==> config.mk <==
export PLATFORM = sky130hd
export DESIGN_NAME = led_frame_rx
export DESIGN_NICKNAME = d
export VERILOG_FILES = /design/src/rtl/led_frame_rx.sv
export SDC_FILE = /design/constraint.sdc
export NUM_CORES = 1
export LEC_CHECK = 0
export CAP_MARGIN = 20
export CORE_AREA = 10 10 187 259
export DETAILED_ROUTE_END_ITERATION = 7
export DIE_AREA = 0 0 197 269
export GPL_ROUTABILITY_DRIVEN = 0
export GPL_TIMING_DRIVEN = 1
export HOLD_SLACK_MARGIN = 0.1
export PLACE_DENSITY = 0.49
export SYNTH_ARGS = -nofsm -noshare
export SYNTH_HDL_FRONTEND = slang
export SYNTH_SLANG_ARGS = --single-unit
==> constraint.sdc <==
create_clock -name clk -period 1.6 [get_ports clk]
set_clock_uncertainty 0.15 [all_clocks]
set_input_delay 0.48 -clock clk [delete_from_list [all_inputs] [get_ports clk]]
set_output_delay 0.48 -clock clk [all_outputs]
set_load 0.01 [all_outputs]
==> src/rtl/led_frame_rx.sv <==
// Serial LED frame receiver: synchronizes the host sck/sdi/load link into clk,
// length-checks each frame and double-buffers the committed x/y images.
module led_frame_rx #(
   parameter int SYNC_STAGES = 2,
   parameter int FRAME_BITS  = 144
) (
   input  logic        clk,
   input  logic        reset,
   input  logic        sck,
   input  logic        sdi,
   input  logic        load,
   output logic [71:0] xMatrix,
   output logic [71:0] yMatrix,
   output logic        core_load,
   output logic        frame_valid,
   output logic        frame_strobe,
   output logic        frame_err
);

   localparam logic [7:0] FRAME_CNT = 8'(FRAME_BITS);

   typedef enum logic [1:0] {IDLE, RECV, CHECK} state_t;

   state_t state, state_nx;

   logic [SYNC_STAGES-1:0] sck_sync, sdi_sync, load_sync;
   logic                   sck_s, sdi_s, load_s;
   logic                   sck_d, load_d;
   logic                   sck_rise, load_rise, load_fall;
   logic [FRAME_BITS-1:0]  shadow;
   logic [7:0]             count;

   // sdi shares sck's synchronizer depth so sdi_s is aligned with sck_rise
   always_ff @(posedge clk) begin
      if (reset) begin
         sck_sync  <= '0;
         sdi_sync  <= '0;
         load_sync <= '0;
         sck_d     <= 1'b0;
         load_d    <= 1'b0;
      end else begin
         sck_sync  <= {sck_sync[SYNC_STAGES-2:0], sck};
         sdi_sync  <= {sdi_sync[SYNC_STAGES-2:0], sdi};
         load_sync <= {load_sync[SYNC_STAGES-2:0], load};
         sck_d     <= sck_s;
         load_d    <= load_s;
      end
   end

   assign sck_s     = sck_sync[SYNC_STAGES-1];
   assign sdi_s     = sdi_sync[SYNC_STAGES-1];
   assign load_s    = load_sync[SYNC_STAGES-1];
   assign sck_rise  = sck_s & ~sck_d;
   assign load_rise = load_s & ~load_d;
   assign load_fall = ~load_s & load_d;

   always_comb begin
      state_nx = state;
      case (state)
         IDLE:    if (load_rise) state_nx = RECV;
         RECV:    if (load_fall) state_nx = CHECK;
         CHECK:   state_nx = IDLE;
         default: state_nx = IDLE;
      endcase
   end

   always_ff @(posedge clk) begin
      if (reset) begin
         state        <= IDLE;
         count        <= '0;
         shadow       <= '0;
         xMatrix      <= '0;
         yMatrix      <= '0;
         core_load    <= 1'b0;
         frame_valid  <= 1'b0;
         frame_strobe <= 1'b0;
         frame_err    <= 1'b0;
      end else begin
         state        <= state_nx;
         core_load    <= (state_nx != IDLE);
         frame_strobe <= 1'b0;
         frame_err    <= 1'b0;
         case (state)
            IDLE: if (load_rise) count <= '0;
            RECV: if (sck_rise) begin
               // a bit arriving with load_fall is still counted before CHECK
               shadow <= {shadow[FRAME_BITS-2:0], sdi_s};
               if (count != 8'hFF) count <= count + 8'd1;
            end
            CHECK: begin
               if (count == FRAME_CNT) begin
                  xMatrix      <= shadow[FRAME_BITS-1 -: 72];
                  yMatrix      <= shadow[71:0];
                  frame_strobe <= 1'b1;
                  frame_valid  <= 1'b1;
               end else begin
                  frame_err <= 1'b1;
               end
            end
            default: ;
         endcase
      end
   end

endmodule

==> out/results.tsv, run 1 <==
metric	value	unit
crit_type	reg -> reg	
grt_pass1_vias	9121	
dp.cells	2019	
syn_nets	1346	
die_h	269	µm
port_buffers	152	
die-area	0.0530	mm²
crit_arrival	2.16	ns
fin_crit	1.87	ns
ys_async_sr_fraction	0	%
max_stage_delay	0.32	ns
wl_per_cell	14.7	µm
power_leakage	5.44	nW
cts_made_buffers	31	
synth_edf_count	0	
ant_nets	0	
avgSynthCellArea	8.03	µm²
crit_family	buffers and inverters	
synth-warning-count	0	
r2r_cells	9	
hold_viol	0	
rsz0062_at_grt	yes	
area_growth	44.3	%
crit_path_end_kind	flip-flop	
vias	9287	
use_met3	2.02	%
fin_crit_sh	117	%
grt.busiest_layer	met2	
drtIter0Drc	372	
grt-ovfl-total	0	
whs_path_depth	4	
htreeDepth	1	
synth_top_area_share	57.7	%
cts_tree	built	
initial_core_util	24.6	%
viasPerCell	4.41	
cts.path.max_buffers	3	
synth-main-ff-cell	dfxtp_1	
final_cells	2107	
grt_max_degree	53	
seq_area	0.00639	mm²
final_nets	1531	
antenna_found_initial	0	
hold_class	in -> reg	
synth_top_cell_by_area	dfxtp_1	
syn_area	0.0108	mm²
use_met1	12.9	%
coreArea	0.0437	mm²
cp_max_fo	9	
cts_sinks	310	
pre_cts_ws	-0.203	ns
antenna_cells	0	
whs	0.174	ns
slew_viol_final	0	
max_slew_margin	71.8	%
worst_ep_required_time	1.88	ns
multi_input_area	0.00436	mm²
ys_ff_latch	310	
wl	30900	µm
grtUsageTotal	10.9	%
netlist_top_cells_area	dfxtp_1, nand2_1, a21oi_1	
grt_pass1_wl	48200	µm
synth_cells	1339	
timing.fmax	534	MHz
hpwl	18600	µm
violations	negative setup slack	
vdd_ir_drop_max	0.833	mV
fillers	4524	
cap_violations	0	
synthDistinctLibCells	36	
crit_cells	9	
start_kind	flip-flop	
clkTransAtPathRegs	0.06	ns
final_area	0.0155	mm²
num_rows	91	
ios	153	
crit_path_top_delay_cell	dfxtp_2	
finalSetupViolCount	376	
path_cells	inv_2, ha_2, nand4b_1, buf_4, nand4bb_4, buf_12, clkbuf_16, nand2_1, a21oi_1	
placed_cell_area	0.0134	mm²
die_w	197	µm
worst_slack	-0.273	ns
cts-root-buf	clkbuf_16	
outcome	complete, but fails checks	
tightest_slew	0.420	ns
holdBufCountCts	0	
insertion_delay	0.58	ns
gr-usage-met2	19.5	%
drive_gt1_share	33.4	%
power.density	975	mW/mm²
r2r_slack	-0.27	ns
drc	0	
dr.pass1.iters	4	
ys_seq_area_share	57.7	%
cp_num_buf_inv	4	
## worst min-delay path, stage by stage
cell	delay, ns
buf_8	0.08
or3b_4	0.13
buf_4	0.13
nor3_1	0.04
## placed cells by master, fill, tap and decap left out, drive strengths merged, types with 2 or more instances in the layout
cell type / netlist / routed
a211o: 2 / 2
a21oi: 293 / 293
a31oi: 2 / 2
and3: 4 / 4
buf: 56 / 240
clkbuf: 42 / 57
clkdlybuf4s50: 0 / 3
clkinv: 0 / 5
clkinvlp: 0 / 2
dfxtp: 310 / 310
ha: 2 / 2
inv: 3 / 4
mux2i: 2 / 2
nand2: 580 / 580
nand3: 2 / 2
nand4bb: 2 / 2
nor2: 7 / 7
nor2b: 9 / 9
nor3: 6 / 6
nor4b: 2 / 2
o21a: 3 / 3
## path summary, 6_finish.rpt
check | start | to
worst max-delay path | count[1]$_SDFFE_PP0P_ | yMatrix[62]$_SDFFE_PP0P_
worst min-delay path | reset | state[1]$_SDFF_PP0_
worst max register to register | count[1]$_SDFFE_PP0P_ | yMatrix[62]$_SDFFE_PP0P_
worst min register to register | load_sync[0]$_SDFF_PP0_ | load_sync[1]$_SDFF_PP0_
## metal layers
layer	wire, µm	up-vias
met5	0	-
met4	660	0
met3	1230	43
met2	15400	143
met1	13600	4391
li1	-	4710
## repair_timing
| item | in CTS | in global routing |
|---|---|---|
| endpoints found under the setup margin | 440 | 440 |
| buffers inserted | 13 | 3 |
| cloned | 5 | 9 |
| endpoints found under the hold margin | 0 | 0 |
| pin swaps | 5 | 23 |
| resized for setup | 905 | 65 |
## synthesized netlist by cell type, types with 2 or more instances
master,instances
inv_1,3
nand4bb_1,2
a211o_1,2
dfxtp_1,310
nor2_1,7
clkbuf_1,42
and3_1,4
nand3_1,2
nor3_1,6
nor2b_1,9
buf_2,45
mux2i_1,2
o21a_1,3
buf_4,4
ha_1,2
a21oi_1,288
a21oi_2,5
buf_6,5
buf_1,2
nand2_1,580
## metrics by stage
step	power (mW)	util, %	setup TNS [ns]
after global placement	8.18	30.6	-25.57
after floorplan	8.05	-	-2.55
after detailed placement	8.18	30.6	-32.33
after global routing	15.7	35.5	-77.77
final	15.1	35.5	-42.64
after CTS	15.4	34.5	-48.38
## area by class of cell
cell class,instances,area share [%]
multi-input cells,928,28.1
clock inverters,8,0.314
inverters,3,0.0725
flip-flops and latches,310,41.2
well taps,558,4.50
repair buffers,250,19.7
clock buffers,50,6.10
## flip-flops by register name, indices dropped and copies added (netlist names), 2 cells and up
signal and cells:
yMatrix 72, load_sync 2, xMatrix 72, sdi_sync 2, sck_sync 2, state 2, shadow 144, count 8
## report_power, final
| part | leakage (nW) | switching, mW | internal (mW) | total [mW] |
|---|---|---|---|---|
| Sequential | 2.58 | 0.00885 | 7.72 | 7.73 |
| Clock | 0.489 | 3.10 | 4.03 | 7.13 |
| Combinational | 2.37 | 0.181 | 0.0912 | 0.272 |
## logic make-up (layout without fill, tap and decap cells)
family	Yosys count	count (layout)	synth area share, %
simple gates	619	619	22.6
compound gates	305	305	14.7
fa+ha+maj	2	2	0.233
buf+inv	101	311	4.54
flops	310	310	57.7
mux	2	2	0.186
No activity file was read; power rests on OpenSTA's default activity.
==> run 2: changes to the inputs <==
==> constraint.sdc (replaced) <==
create_clock -name clk -period 1.6 [get_ports clk]
set_clock_uncertainty 0.15 [all_clocks]
set_input_delay 0.32 -clock clk [delete_from_list [all_inputs] [get_ports clk]]
set_output_delay 0.32 -clock clk [all_outputs]
set_load 0.01 [all_outputs]
==> run 2 against run 1 <==
  * The flow still finishes with violations (negative setup slack)
  * Clock-buffer cell count down 1
  * Largest power group is now clock
  * Critical path depth down 1
  * Flip-flop and latch count stayed put
==> out/results.tsv, run 2 (synthesized netlist as in run 1, its figures left out) <==
metric	value	unit	change
outcome	complete, but fails checks		
cap_violations	0		unchanged
hp-start	reset		
fin_crit	1.82	ns	-0.0506 ns
tightest_slew	0.502	ns	+0.0817 ns
area_growth	43.4	%	
ios	153		unchanged
multi_input_area	0.00462	mm²	+6.0%
crit_path_end_kind	flip-flop		
crit_arrival	2.12	ns	-0.04 ns
top_register	shadow		
r2r_start	count[0]$_SDFFE_PP0P_		
clkTransAtPathRegs	0.06	ns	about the same
whs_path_depth	3		-1
hold_viol	0		unchanged
violations	negative setup slack		
min_to	load_d$_SDFF_PP0_		
max_slew_margin	66.5	%	-5.2 points
largestRegisters	shadow x144, xMatrix x72, yMatrix x72		
seqPwrFrac	48.1	%	-3.0 points
largest_reg_flops	144		unchanged
start_kind	flip-flop		
worst_slack	-0.222	ns	+0.0506 ns
final_nets	1514		-1.1%
cp_num_buf_inv	3		-1
cts_made_buffers	35		+13%
cts.path.max_buffers	3		unchanged
cp_max_fo	6		-3
wl	31100	µm	+0.59%
insertion_delay	0.51	ns	-0.07 ns
drc	0		unchanged
power_leakage	5.38	nW	-1.1%
timing.fmax	549	MHz	+2.8%
htreeDepth	2		+1
num_rows	91		unchanged
grtUsageTotal	11.1	%	+0.18 points
post-route-util	35.3	%	-0.23 points
fillers	4600		+1.7%
die_h	269	µm	unchanged
drive_gt1_share	24.5	%	-8.9 points
p_comb_share	1.7	%	about the same
drtIter0Drc	314		-16%
die_w	197	µm	unchanged
cts_sinks	310		unchanged
vias	9216		-0.76%
pre_cts_ws	-0.217	ns	-0.0143 ns
clkPwrFrac	50.2	%	+3.1 points
ant_nets	0		unchanged
slew_viol_final	0		unchanged
finalSetupViolCount	166		-56%
max_stage_delay	0.43	ns	+0.11 ns
fin_crit_sh	114	%	-3.2 points
coreArea	0.0437	mm²	unchanged
vdd_ir_drop_max	0.572	mV	-31%
wl_per_cell	14.9	µm	+1.6%
grt_max_degree	85		+60%
port_buffers	152		unchanged
r2r_slack	-0.22	ns	+0.05 ns
cts_tree	built		
power.density	1040	mW/mm²	+6.9%
r2r_cells	8		-1
hold_class	in -> reg		
worst_ep_required_time	1.90	ns	+0.02 ns
antenna_found_initial	0		unchanged
crit_cells	8		-1
r2r_end	xMatrix[51]$_SDFFE_PP0P_		
grt-ovfl-total	0		unchanged
viasPerCell	4.42		+0.23%
antenna_cells	0		unchanged
path_common_cell	clkbuf_16		
p_total	16.1	mW	+6.2%
die-area	0.0530	mm²	unchanged
path_cells	inv_2, ha_4, nand4b_1, and4bb_4, clkbuf_16, clkbuf_16, nand2_1, a21oi_2		
crit_family	simple AND/OR/NAND/NOR gates		
switching_share	21.4	%	-0.40 points
crit_path_top_delay_cell	and4bb_4		
p_int	12.7	mW	+6.8%
dr.pass1.iters	5		+1
seq_area	0.00623	mm²	-2.5%
initial_core_util	24.6	%	unchanged
layout_common_cells	nand2_1, dfxtp_1, a21oi_1, clkdlybuf4s15_2, a21oi_2		
grt_pass1_wl	48200	µm	+0.17%
crit_type	reg -> reg		
p_switching	3.43	mW	+4.3%
grt_pass1_vias	9063		-0.64%
rsz0062_at_grt	yes		
final_common_cell	nand2_1		
cts-root-buf	clkbuf_16		
hpwl	18700	µm	+0.44%
[run 2: cell count changes in the layout (fill, tap and decap cells not counted), moves of 48 or more]
cell	change
clkdlybuf4s15_1	+48
a21oi_2	+50
a21oi_1	-50
dfxtp_1	+128
clkdlybuf4s15_2	+82
dfxtp_2	-128
buf_6	-148
[run 2: worst max-delay path by stage]
stage                                      from                       end
final                     count[0]$_SDFFE_PP0P_  xMatrix[51]$_SDFFE_PP0P_
after global routing      count[0]$_SDFFE_PP0P_  yMatrix[46]$_SDFFE_PP0P_
after CTS                 count[0]$_SDFFE_PP0P_  yMatrix[31]$_SDFFE_PP0P_
after detailed placement  count[2]$_SDFFE_PP0P_  xMatrix[36]$_SDFFE_PP0P_
after global placement    count[2]$_SDFFE_PP0P_  xMatrix[35]$_SDFFE_PP0P_
after floorplan           count[0]$_SDFFE_PP0P_  yMatrix[47]$_SDFFE_PP0P_
[run 2: power groups by stage]
stage | Sequential (mW) | Clock (mW) | Combinational [mW]
2_1_floorplan | 7.91 | 0 | 0.146
4_1_cts | 7.74 | 8.37 | 0.260
3_5_place_dp | 7.91 | 0 | 0.255
3_3_place_gp | 7.91 | 0 | 0.255
6_report | 7.74 | 8.08 | 0.272
5_1_grt | 7.73 | 8.66 | 0.298
[run 2: area by class of cell]
cell class              instances  share of cell area (%)
clock inverters                 9                   0.592
multi-input cells             928                    30.0
clock buffers                  49                    6.94
flip-flops and latches        310                    40.4
well taps                     558                    4.53
inverters                       3                  0.0730
repair buffers                229                    17.5
[run 2: through the flow]
step | TNS [ns] | std cells | hold slack (ns) | cell area (µm²)
after floorplan | -1.32 | 1339 | 0.264 | 10800
after global placement | -36.32 | 2010 | 0.280 | 13300
after detailed placement | -38.80 | 2010 | 0.271 | 13300
after CTS | -28.40 | 2074 | 0.151 | 14700
after global routing | -56.49 | 2086 | 0.171 | 15400
final | -27.48 | 2086 | 0.162 | 15400
[run 2: worst register-to-register path: cells and delay by family, from the launching register on]
kind,cells,cell delay [ns]
simple gates,3,0.61
buf+inv,3,0.43
flops,1,0.32
fa+ha+maj,1,0.13
compound gates,1,0.11
[run 2: metal layers]
| layer | track usage [%] | vias up | routed length, µm |
|---|---|---|---|
| met4 | 4.25 | 0 | 752 |
| met5 | 0 | - | 0 |
| met1 | 12.4 | 4337 | 13100 |
| met3 | 2.81 | 47 | 1620 |
| li1 | - | 4674 | - |
| met2 | 19.9 | 158 | 15600 |
[run 2: timing repair]
action / CTS / global route
pin swaps: 4 / 32
gates cloned: 2 / 9
hold buffers: 2 / 0
buffers inserted: 2 / 3
resized for setup: 430 / 132
endpoints found under the hold margin: 7 / 0
setup endpoints to repair: 445 / 375
==> run 3: changes to the inputs <==
- CAP_MARGIN: 20 -> not set
==> results of run 3 <==
No change in the layout: final DEF, timing and power equal those of run 2.
